### config.mk
export PLATFORM = sky130hd
export DESIGN_NAME = aes_ct_serializer
export DESIGN_NICKNAME = d
export VERILOG_FILES = /design/src/rtl/aes_ct_serializer.sv
export SDC_FILE = /design/constraint.sdc
export NUM_CORES = 1
export LEC_CHECK = 0
export BUFFER_PORTS_ARGS = -buffer_cell sky130_fd_sc_hd__buf_2
export CORE_MARGIN = 4
export CORE_UTILIZATION = 45
export DETAILED_ROUTE_END_ITERATION = 10
export HOLD_SLACK_MARGIN = 0.08
export SLEW_MARGIN = 5
export SYNTH_ARGS = -nofsm -noshare
export SYNTH_HDL_FRONTEND = slang
export SYNTH_SLANG_ARGS = --single-unit
### constraint.sdc
create_clock -name clk -period 15.4 [get_ports clk]
set_clock_uncertainty 0.1 [all_clocks]
set_input_delay 1.54 -clock clk [delete_from_list [all_inputs] [get_ports clk]]
set_output_delay 1.54 -clock clk [all_outputs]
set_load 0.01 [all_outputs]
### src/rtl/aes_ct_serializer.sv
// aes_ct_serializer: buffers 128-bit AES ciphertext blocks in a DEPTH-entry
// FIFO and streams them out one byte per handshake, most significant byte
// first. The input side has no backpressure; a block arriving while the FIFO
// is full (and not popping) is dropped and sets a sticky overflow flag.
// Optional feature: define AES_SER_LAST_EN to add the out_last port, which
// marks the final byte of each block.
module aes_ct_serializer #(
  parameter int DEPTH = 4
) (
  input  logic                       clk,
  input  logic                       rst,
  input  logic [127:0]               in_data,
  input  logic                       in_valid,
  output logic [7:0]                 out_data,
  output logic                       out_valid,
  input  logic                       out_ready,
  output logic [$clog2(DEPTH):0]     level,
`ifdef AES_SER_LAST_EN
  output logic                       out_last,
`endif
  output logic                       ovf
);

  localparam int AW = $clog2(DEPTH);
  localparam int LW = AW + 1;

  // Storage is never reset; only pointers, counters and flags are.
  logic [127:0]  mem_q [DEPTH];

  logic [AW-1:0] wr_ptr_q, wr_ptr_d;
  logic [AW-1:0] rd_ptr_q, rd_ptr_d;
  logic [LW-1:0] level_q, level_d;
  logic [3:0]    idx_q, idx_d;
  logic          ovf_q, ovf_d;

  logic          full;
  logic          xfer;
  logic          pop;
  logic          push;
  logic          drop;
  logic [127:0]  head;
  logic [6:0]    shamt;
  logic [127:0]  head_sh;

  // Handshake decode and byte selection from the head entry.
  always_comb begin
    out_valid = !rst && (level_q != '0);
    full      = (level_q == LW'(DEPTH));
    xfer      = out_valid && out_ready;
    pop       = xfer && (idx_q == 4'hf);
    // A full FIFO still accepts a write when the head leaves in the same cycle.
    push      = in_valid && (!full || pop);
    drop      = in_valid && full && !pop;
    head      = mem_q[rd_ptr_q];
    // Byte 0 is bits [127:120], so shift right by 8*(15-idx).
    shamt     = {4'hf - idx_q, 3'b000};
    head_sh   = head >> shamt;
    out_data  = out_valid ? head_sh[7:0] : 8'h00;
    level     = level_q;
    ovf       = ovf_q;
  end

`ifdef AES_SER_LAST_EN
  // Flags the last byte of the current block.
  always_comb begin
    out_last = out_valid && (idx_q == 4'hf);
  end
`endif

  // Next-state for pointers, byte counter, occupancy and overflow flag.
  always_comb begin
    wr_ptr_d = wr_ptr_q;
    rd_ptr_d = rd_ptr_q;
    level_d  = level_q;
    idx_d    = idx_q;
    ovf_d    = ovf_q;
    if (rst) begin
      wr_ptr_d = '0;
      rd_ptr_d = '0;
      level_d  = '0;
      idx_d    = '0;
      ovf_d    = 1'b0;
    end else begin
      if (push) wr_ptr_d = wr_ptr_q + AW'(1);
      if (pop)  rd_ptr_d = rd_ptr_q + AW'(1);
      if (xfer) idx_d    = idx_q + 4'd1;
      if (push && !pop)      level_d = level_q + LW'(1);
      else if (pop && !push) level_d = level_q - LW'(1);
      if (drop) ovf_d = 1'b1;
    end
  end

  // Control state registers.
  always_ff @(posedge clk) begin
    wr_ptr_q <= wr_ptr_d;
    rd_ptr_q <= rd_ptr_d;
    level_q  <= level_d;
    idx_q    <= idx_d;
    ovf_q    <= ovf_d;
  end

  // FIFO storage write; writes presented during reset are discarded.
  always_ff @(posedge clk) begin
    if (push && !rst) mem_q[wr_ptr_q] <= in_data;
  end

endmodule

* Word level (Yosys, flattened, before mapping)
Memories as Yosys holds them, arrays and structs flattened. A register that Yosys moved wholly into a read port is not among the register bits. Cells that the tools add are included.
Word-level totals: output and inout bits 13, input bits 132, memories 1, word-level logic and storage cells 38, RAM bits 512, flip-flop bits (word level) 12
Memory list:
- mem_q | words 4, width 128, read ports 1, clocked after Yosys merged registers in 1, wr ports 1, RTL line 28 | logic [127:0] mem_q [DEPTH];
Cells by class: add/subtract/negate cells 6, equality and inequality tests 2, reductions and logical operators 16, shifts and indexed selects 1, mux-type cells 7
Operators with widths (number):
- 128-bit by 7-bit >> shifter with 8-bit output | 1
- 1-bit logical AND | 9
- 8-bit two-way mux | 1
- 3-bit two-way mux | 2
- 2-bit by 1-bit adder with 2-bit output, second input constant | 2
- 4-bit by 1-bit adder with 4-bit output, second input constant | 1
- 4-bit == test, second input constant | 1
- 1-bit zero test | 4
- 2-bit two-way mux | 2
- 4-bit subtractor, first input constant | 1
- 3-bit by 1-bit adder with 3-bit output, second input constant | 1
- 3-bit == test, second input constant | 1
- 3-bit nonzero test | 1
- 3-bit by 1-bit subtractor with 3-bit output, second input constant | 1
- 1-bit two-way mux | 2
- 2-bit nonzero test | 1
- 1-bit logical OR | 1

* Logic depth before layout (Yosys ltp)
Gate-level depths: netlist of the first run.
depth in word-level cells 10, gate-level depth with buffers 11, depth with buffers taken out 11

* Worst setup path after synthesis of the first run
OpenSTA, ideal clock, no wires.
kind input to register, start point input port rst, end point memory mem_q[0][0] (enable), buffers on the path 1, library setup time 0.503 ns, path slack 8.924 ns, data required time 14.797 ns, stages 5, arrival 5.873 ns, cells stage by stage clkbuf_1 nor4b_1 o21ai_0 nor2_1 and2_1
On the way: longest elaborated chain between the ends 9
Ends and longest elaborated chain:
- start: declaration | RTL line 11 | input logic rst,
- 1-bit zero test (*) | RTL line 47, 104
- 1-bit logical AND | RTL line 47 | out_valid = !rst && (level_q != '0);
- 1-bit logical AND | RTL line 49 | xfer = out_valid && out_ready;
- 1-bit logical AND | RTL line 50 | pop = xfer && (idx_q == 4'hf);
- 1-bit logical OR | RTL line 52 | push = in_valid && (!full || pop);
- 1-bit logical AND | RTL line 52
- 1-bit logical AND (*) | RTL line 104 | if (push && !rst) mem_q[wr_ptr_q] <= in_data;
- 1-bit two-way mux (*) | RTL line 104
- 1-bit two-way mux (implied by the code) (*) | RTL line 104
- end: declaration | RTL line 28
Every way passes the cells marked *; elsewhere a longest branch is shown, timed or not.

==> impl_metrics.yaml, run 1 <==
run_status:
  run_status: "finished clean"
floorplan:
  die_w_um: 219.1
  die_y_um: 219.1
  initial_utilization_pct: 45.45
  placementRows: 77
  io-pin-count: 145
  floorplan.core_area_um2: 44120
  die-area_um2: 48010
power:
  post-layout-total-power_mw: 3.069
  ir_drop_mv: 0.08865
  power_per_cell_area_nw_per_um2: 133.0
  p_leak_nw: 7.345
logic_synthesis:
  mean_syn_cell_area_um2: 22.41
  sequential_element_share_of_the_synthesized_area_pct: 78.06
  ys.flop_type: "edfxtp_1"
  post_synth_inst_count: 895
  synth_edf_count: 512
  synth.lib_cells_used.distinct: 39
  count_of_state_elements_after_synthesis: 526
  yosysWarningCount: 0
  async_reset_ff_share_pct: 0
  netlist_area_um2: 20050
  nets_in_the_synthesized_netlist: 1034
timing:
  hold_viol: 0
  max_slew.worst_pin.slew_ns: 1.158
  finalCriticalPeriod_ns: 5.647
  total_negative_slack_for_setup_checks_ns: 0
  max_clock_freq_mhz: 177.1
  relSlewSlack_pct: 22.59
  post-route-period-util_pct: 36.67
  slew_violations: 0
  setup-violations-final: 0
  rsz0062_at_grt: "false"
cts:
  cts_sink_cnt: 526
  cts_bufs_inserted: 55
  clk_pin_slew_worst_paths_ns: 0.05
  root_buffer: "clkbuf_16"
  cts_setup_buffers: 0
  worstSkewPairLatency_ns: 0.58
  cts-hold-fix-buffers: 0
  clock_path_buffers: 3
  htree_levels: 2
  cts_repair_resize_count: 0
  cts_tree: "done"
worst_setup_path:
  crit_type: "reg2out"
  endpoint_required_time_on_the_critical_path_ns: 13.76
  crit_path_start_kind: "flip-flop"
  timing.reg2reg.worst_path_depth: 7
  critical_path_peak_fanout: 93
  worst_path_max_delay_cell: "dfxtp_4"
  max_stage_delay_ns: 0.95
  timing.critical_path.cells: "buf_12 -> mux4_2 -> nand2b_1 -> o21ai_0 -> a21oi_1 -> or4_1 -> buf_2"
  crit_arrival_ns: 4.01
  timing.critical_path.to_type: "output port"
place:
  gpl.final_weighted_congestion: 0.7385
  hpwl_um: 24970
  port_buffers: 144
final_layout:
  synth_to_layout_area_growth_pct: 15.04
  top_library_cells_by_usage_in_the_layout_fill_and_taps_aside: "edfxtp_1, buf_2, mux4_2, clkbuf_16, a22oi_1"
  filler_cell_count: 3526
  final_layout_size_suffix_gt1_share_pct: 33.00
  final_layout_net_count: 1203
  layout_commonest_cell: "edfxtp_1"
  multi_input_area_um2: 4140
  final-seq-area_um2: 15660
global_routing:
  pin_count_of_the_biggest_net_entering_global_routing: 94
  grt_first_pass_wirelength_um: 63480
  grt-ovfl-total: 0
  groute.usage.overall_pct: 17.80
  initial_antenna_violation_count: 6
  first_global_vias: 9948
routing:
  routed_wire_length_per_instance_um: 24.94
  drtIter0Drc: 866
  viasPerCell: 5.555
  initial_drt_pass_iterations: 5
  final_antenna_net_count: 0
  drc: 0
  total_number_of_vias: 9432
  detail_route.wirelength_um: 42350
min_path:
  min_delay_path_depth: 2
  hp-class: "reg2reg"
flow_run:
  max_cap_violations: 0
==> cell families (layout without fill, tap and decap cells) <==
family                   after synthesis  count (layout)  synth area share, %
XOR/XNOR                               8               8               0.3494
multiplexers                         139             139                14.43
adder cells (fa/ha/maj)                7               7               0.4742
AO/OA/AOI/OAI                         96              96                3.631
flip-flops                           526             526                78.06
buffers and inverters                 52             260                1.410
AND/OR/NAND/NOR                       67              67                1.641
other                                  0               3                    0
==> state kept, by name, summed over array words and instances (netlist names), named ones only <==
name and flops:
level 3, wr_ptr_q 2, mem_q 512, idx_q 4, ovf 1, rd_ptr_q 2
==> area by class of cell <==
type / instances / share of cell area (%)
clock inverters: 19 / 0.4881
well taps: 592 / 3.211
multi-input cells: 317 / 17.95
flip-flops and latches: 526 / 67.89
clock buffers: 77 / 6.682
repair buffers: 159 / 3.666
diodes: 3 / 0.03254
inverters: 5 / 0.08135
==> final timing paths <==
kind	startpoint	to	slack [ns]
worst min register to register	rd_ptr_q[1]$_SDFFE_PP0N_	rd_ptr_q[1]$_SDFFE_PP0N_	0.43
worst min-delay path	rd_ptr_q[1]$_SDFFE_PP0N_	rd_ptr_q[1]$_SDFFE_PP0N_	0.43
worst max-delay path	flip-flop	out_data[6]	9.75
worst max register to register	idx_q[0]$_SDFFE_PP0P_	mem_q[1][10]$_DFFE_PP_	11.05
==> worst max-delay path: cells and delay by family, from the launching register on <==
kind                   cells  cell delay [ns]
AOI/OAI and AO/OA          2             0.24
buffers and inverters      2             0.82
DFF                        1             0.95
muxes                      1             0.58
and+or+nand+nor            2             0.72
==> metrics by stage <==
stage	cells	hold slack (ns)	worst slack (ns)	instance area [um2]	util [%]
floorplan	895	0.3847	8.924	20050	-
global placement	1599	0.4116	10.11	21410	48.52
detailed placement	1599	0.4228	10.16	21410	48.52
CTS	1695	0.4379	9.600	23060	52.27
global route	1695	0.4628	9.415	23060	52.27
finish	1698	0.4348	9.753	23070	52.28
==> power breakdown <==
part / switching [mW] / total (mW) / leakage, nW / internal, mW
sequential: 0.0174 / 1.66 / 4.76 / 1.64
clock: 0.511 / 1.22 / 0.812 / 0.707
combinational: 0.126 / 0.196 / 1.77 / 0.0699
total: 0.654 / 3.07 / 7.35 / 2.42
==> routing by layer <==
metal | track usage [%] | part of all wire (%) | vias up
met5 | 0 | 0.12 | -
met4 | 4.803 | 2.0 | 8
met3 | 3.780 | 5.1 | 75
met2 | 27.98 | 48 | 227
met1 | 25.68 | 45 | 4973
li1 | - | - | 4149
==> cell usage after synthesis (all sizes together) (5+ instances only) <==
library cell | count | share of area (%)
a22o | 10 | 0.44
nor2b | 5 | 0.16
nand2 | 20 | 0.37
a22oi | 44 | 1.6
buf | 31 | 1.0
inv | 5 | 0.094
a221oi | 10 | 0.50
xor2 | 5 | 0.22
and2 | 6 | 0.19
edfxtp | 512 | 77
a21oi | 10 | 0.25
ha | 6 | 0.37
mux2i | 18 | 0.90
a221o | 6 | 0.30
clkbuf | 16 | 0.30
nor2 | 20 | 0.37
dfxtp | 14 | 1.4
mux4 | 120 | 13
o21ai | 8 | 0.20
No activity file was read; power rests on OpenSTA's default activity.
==> run 2, diff against run 1 <==
- clock period: 15.4 -> 4.9 ns (I/O delays scaled with it)
==> impl_metrics.yaml, run 2 (same netlist as run 1, synthesis figures left out) <==
routing:
  initial_drt_pass_iterations: 5
  routed_wire_length_per_instance_um: 23.28
  detail_route.wirelength_um: 42900
  viasPerCell: 5.375
  total_number_of_vias: 9906
  final_antenna_net_count: 0
  drc: 0
  drtIter0Drc: 819
floorplan:
  die_y_um: 219.1
  floorplan.core_area_um2: 44120
  initial_utilization_pct: 45.45
  placementRows: 77
  io-pin-count: 145
  die-area_um2: 48010
  die_w_um: 219.1
global_routing:
  initial_antenna_violation_count: 5
  groute.usage.overall_pct: 18.27
  pin_count_of_the_biggest_net_entering_global_routing: 69
  grt-ovfl-total: 0
  grt_first_pass_wirelength_um: 65720
  first_global_vias: 10554
worst_setup_path:
  critical_path_peak_fanout: 35
  timing.critical_path.to_type: "output port"
  crit_type: "reg2out"
  crit_path_start_kind: "flip-flop"
  crit_arrival_ns: 3.36
  endpoint_required_time_on_the_critical_path_ns: 4.31
timing:
  relSlewSlack_pct: 38.54
  max_clock_freq_mhz: 253.1
  rsz0062_at_grt: "false"
  hold_viol: 0
  setup-violations-final: 0
  total_negative_slack_for_setup_checks_ns: 0
  max_slew.worst_pin.slew_ns: 0.9194
  slew_violations: 0
  finalCriticalPeriod_ns: 3.951
  post-route-period-util_pct: 80.64
final_layout:
  max_flop_register: "mem_q"
  largest_register_ff_count: 512
  synth_to_layout_area_growth_pct: 23.10
  final_layout_size_suffix_gt1_share_pct: 30.15
  layout_commonest_cell: "edfxtp_1"
  top_library_cells_by_usage_in_the_layout_fill_and_taps_aside: "edfxtp_1, buf_2, dlygate4sd3_1, mux4_2, clkbuf_16"
  final_layout_net_count: 1342
  finalInstanceArea_um2: 24690
power:
  swShare_pct: 21.00
  power_per_cell_area_nw_per_um2: 403.1
  clock_power_share_pct: 40.5
  p_leak_nw: 8.015
  ir_drop_mv: 0.2972
  power.switching_mw: 2.090
  power_frac_seq_pct: 52.3
  power_frac_comb_pct: 7.2
  cellInternalPower_mw: 7.863
cts:
  cts_setup_buffers: 0
  clock_path_buffers: 3
  cts_bufs_inserted: 54
  root_buffer: "clkbuf_16"
  htree_levels: 2
  cts_tree: "done"
  clk_pin_slew_worst_paths_ns: 0.06
  worstSkewPairLatency_ns: 0.59
  cts_sink_cnt: 526
place:
  port_buffers: 144
  hpwl_um: 25600
  placement.cell_area_um2: 21630
  gpl.final_weighted_congestion: 0.7239
min_path:
  hp-class: "in2reg"
flow_run:
  max_cap_violations: 0
run_status:
  run_status: "finished clean"
==> run 2: final cells by class <==
class	instances	area (um2)
Antenna cell	4	10.01
Clock buffer	77	1521
Clock inverter	23	231.5
Fill cell	3387	19440
Inverter	5	18.77
Multi-Input combinational cell	317	4145
Sequential cell	526	15660
Tap cell	592	740.7
Timing Repair Buffer	299	2357
==> run 2: path summary, 6_finish.rpt <==
check                              from                    end  slack (ns)  cells past startpoint
setup reg to reg  idx_q[0]$_SDFFE_PP0P_  mem_q[2][3]$_DFFE_PP_        1.41                      9
setup / recovery              flip-flop            out_data[7]        0.95                      7
hold / removal                out_ready  idx_q[2]$_SDFFE_PP0P_        0.20                      4
hold reg to reg        ovf$_SDFFE_PP0P_       ovf$_SDFFE_PP0P_        0.39                      2
==> run 2: timing repair <==
item                                    in CTS  in global routing
endpoints found under the hold margin      513                  0
resized for setup                            0                  0
endpoints found under the setup margin       0                  0
hold buffers                               129                  0
==> run 2: power by group through the flow <==
stage / Sequential, mW / Combinational (mW) / Clock, mW
3_5_place_dp: 5.30 / 0.646 / 0
2_1_floorplan: 5.29 / 0.331 / 0
5_1_grt: 5.21 / 0.785 / 4.35
6_report: 5.20 / 0.720 / 4.03
4_1_cts: 5.20 / 0.735 / 4.14
3_3_place_gp: 5.29 / 0.641 / 0
==> run 2: critical path, stage by stage (launching register included) <==
cell and delay, ns:
dfxtp_4 0.66, buf_12 0.35, mux4_2 0.55, a22oi_1 0.24
nand2_1 0.13, a22o_1 0.28, a311o_1 0.37, buf_2 0.16
==> run 2: stage by stage <==
step | utilization [%] | hold slack, ns | total power, mW | instances | setup slack [ns]
2_1_floorplan | - | 0.3847 | 5.622 | 895 | 0.9054
3_3_place_gp | 49.03 | 0.3952 | 5.932 | 1610 | 1.475
3_5_place_dp | 49.03 | 0.3922 | 5.943 | 1610 | 1.473
4_1_cts | 55.93 | 0.1557 | 10.08 | 1839 | 0.8297
5_1_grt | 55.95 | 0.1986 | 10.35 | 1843 | 0.7573
6_report | 55.95 | 0.2001 | 9.953 | 1843 | 0.9486
==> run 2: routing by layer <==
metal,GRT usage [%],share of wire (%),vias to the layer above
met5,0,0.026,-
met1,25.76,43,5149
met2,29.59,49,246
li1,-,-,4438
met3,3.988,5.3,71
met4,4.297,1.9,2
==> run 3, diff against run 2 <==
- ABC_AREA: not set -> 1
- clock period: 4.9 -> 3.5 ns (I/O delays scaled with it)
==> impl_metrics.yaml, run 3 <==
run_status:
  run_status: "finished clean"
logic_synthesis:
  synth.lib_cells_used.distinct: 27
  netlist.area_leader.share_pct: 70.63
  yosysWarningCount: 0
  post_synth_most_frequent_cells: "nand2_1, edfxtp_1, nand3_1"
  post_synth_inst_count: 1920
  count_of_state_elements_after_synthesis: 526
  ys.flop_type: "edfxtp_1"
  async_reset_ff_share_pct: 0
  synth.top_cells.by_area: "edfxtp_1, nand2_1, nand3_1"
  post-synth-top-area-cell: "edfxtp_1"
  sequential_element_share_of_the_synthesized_area_pct: 71.92
  netlist_area_um2: 21770
  synth_edf_count: 512
  mean_syn_cell_area_um2: 11.34
  nets_in_the_synthesized_netlist: 2059
  synthMostInstantiatedCell: "nand2_1"
worst_setup_path:
  crit_type: "reg2out"
  timing.reg2reg.worst_path_depth: 10
  timing.critical_path.to_type: "output port"
  reg2reg_slack_ns: 0.66
  critical_path.reg2reg.endpoint: "mem_q[2][31]$_DFFE_PP_"
  endpoint_required_time_on_the_critical_path_ns: 3.05
  critical_path_peak_fanout: 52
  startpoint_of_the_most_critical_register_to_register_path: "idx_q[2]$_SDFFE_PP0P_"
  crit_arrival_ns: 2.96
  crit_path_start_kind: "flip-flop"
cts:
  htree_levels: 2
  cts_setup_buffers: 0
  worstSkewPairLatency_ns: 0.59
  clock_path_buffers: 3
  cts_bufs_inserted: 55
  root_buffer: "clkbuf_16"
  cts_sink_cnt: 526
  cts_tree: "done"
  clk_pin_slew_worst_paths_ns: 0.06
routing:
  viasPerCell: 5.231
  initial_drt_pass_iterations: 7
  drc: 0
  drtIter0Drc: 1339
  detail_route.wirelength_um: 55900
  routed_wire_length_per_instance_um: 19.69
  total_number_of_vias: 14852
  final_antenna_net_count: 0
timing:
  post-route-period-util_pct: 97.43
  setup-violations-final: 0
  rsz0062_at_grt: "true"
  hold-worst-slack_ns: 0.3837
  max_slew.worst_pin.slew_ns: 0.7534
  max_clock_freq_mhz: 293.3
  relSlewSlack_pct: 49.77
  total_negative_slack_for_setup_checks_ns: 0
  finalCriticalPeriod_ns: 3.410
  slew_violations: 0
  hold_viol: 0
  slack_of_the_critical_path_ns: 0.08999
min_path:
  hold_path_startpoint: "rd_ptr_q[0]$_SDFFE_PP0N_"
  min_delay_path_depth: 2
  hp-class: "reg2reg"
final_layout:
  synth_to_layout_area_growth_pct: 20.84
  finalInstanceArea_um2: 26300
  layout_commonest_cell: "nand2_1"
  largest_register_ff_count: 512
  max_flop_register: "mem_q"
  final_layout_net_count: 2322
  top_library_cells_by_usage_in_the_layout_fill_and_taps_aside: "nand2_1, edfxtp_1, nand3_1, buf_2, dlygate4sd3_1"
  final_layout_size_suffix_gt1_share_pct: 12.73
  filler_cell_count: 3936
  finish.cell_count_without_fillers: 2839
  post_layout_util_pct: 55.09
floorplan:
  placementRows: 80
  die-area_um2: 51950
  floorplan.core_area_um2: 47750
  io-pin-count: 145
  die_w_um: 227.9
  die_y_um: 227.9
  initial_utilization_pct: 45.59
global_routing:
  pin_count_of_the_biggest_net_entering_global_routing: 151
  groute.usage.overall_pct: 21.12
  grt_first_pass_wirelength_um: 85630
  initial_antenna_violation_count: 1
  first_global_vias: 14254
  grt-ovfl-total: 0
power:
  p_leak_nw: 10.12
  post-layout-total-power_mw: 13.71
  power_per_cell_area_nw_per_um2: 521.1
  ir_drop_mv: 0.4040
place:
  placement.cell_area_um2: 23170
  hpwl_um: 32160
  gpl.final_weighted_congestion: 0.8136
  pre_cts_ws_ns: 0.5547
  port_buffers: 144
  place_inst: 2607
flow_run:
  max_cap_violations: 0
## run 3: cell types whose count changed in the layout (fill, tap and decap cells not counted), moves of 10 or more
cell     previous run  this run
nand2_1            20       720
nand3_1             2       344
mux4_2            120         0
inv_1               5        84
a22oi_1            44         0
nor2_1             19        57
mux2i_1            18         0
o21ai_0             8        24
a22o_1             10         0
## run 3: worst max-delay path: stages, from the launching register on
cell	delay [ns]
dfxtp_4	0.44
clkinv_8	0.21
buf_16	0.26
buf_6	0.20
nand2_1	0.06
nand3_1	0.06
nand3_1	0.20
nand3_1	0.13
nand2_1	0.10
nand2_1	0.05
nand2_1	0.07
inv_1	0.07
a21oi_1	0.27
buf_2	0.20
## run 3: metal layers
layer  up-vias  track usage, %  wire length, um
met5         -               0                0
met4         0           6.315             1495
met3        96           3.493             4187
met2       545           34.26            26450
met1      7124           29.67            23770
li1       7087               -                -
## run 3: how the worst max path moves through the flow
stage	startpoint	endpoint	slack [ns]
6_report	flip-flop	out_data[4]	0.09
3_5_place_dp	flip-flop	out_data[2]	0.55
4_1_cts	flip-flop	out_data[2]	0.001
2_1_floorplan	level[1]$_SDFFE_PP0P_	mem_q[0][0]$_DFFE_PP_	-0.13
5_1_grt	flip-flop	out_data[4]	-0.005
3_3_place_gp	flip-flop	out_data[2]	0.59
## run 3: layout make-up
class,count,area (um2),area share [%]
multi-input combinational,1193,5141,19.55
clock buffer,72,1461,5.556
clock inverter,25,215.2,0.8182
tap,615,769.5,2.926
inverter,93,367.9,1.399
sequential,526,15670,59.59
timing repair buffer,314,2673,10.16
antenna,1,2.502,0.009514
## run 3: repair_timing
action,in CTS,in global routing
hold buffers,132,0
resized for setup,4,12
gates cloned,1,1
setup endpoints to repair,5,8
endpoints found under the hold margin,519,0
## run 3: logic make-up (layout without fill, tap and decap cells)
group	count (synthesis)	in the layout	synth area share, %
adders and majority gates	7	7	0.4369
AOI/OAI and AO/OA	51	51	1.196
xor gates and xnor gates	1	1	0.04024
buffers and inverters	201	504	4.777
other	0	1	0
and+or+nand+nor	1134	1134	21.63
DFF	526	526	71.92
## run 3: report_power, final
group	switching, mW	internal (mW)	total (mW)
sequential	0.0692	7.14	7.21
clock	2.35	3.15	5.49
combinational	0.638	0.360	0.999
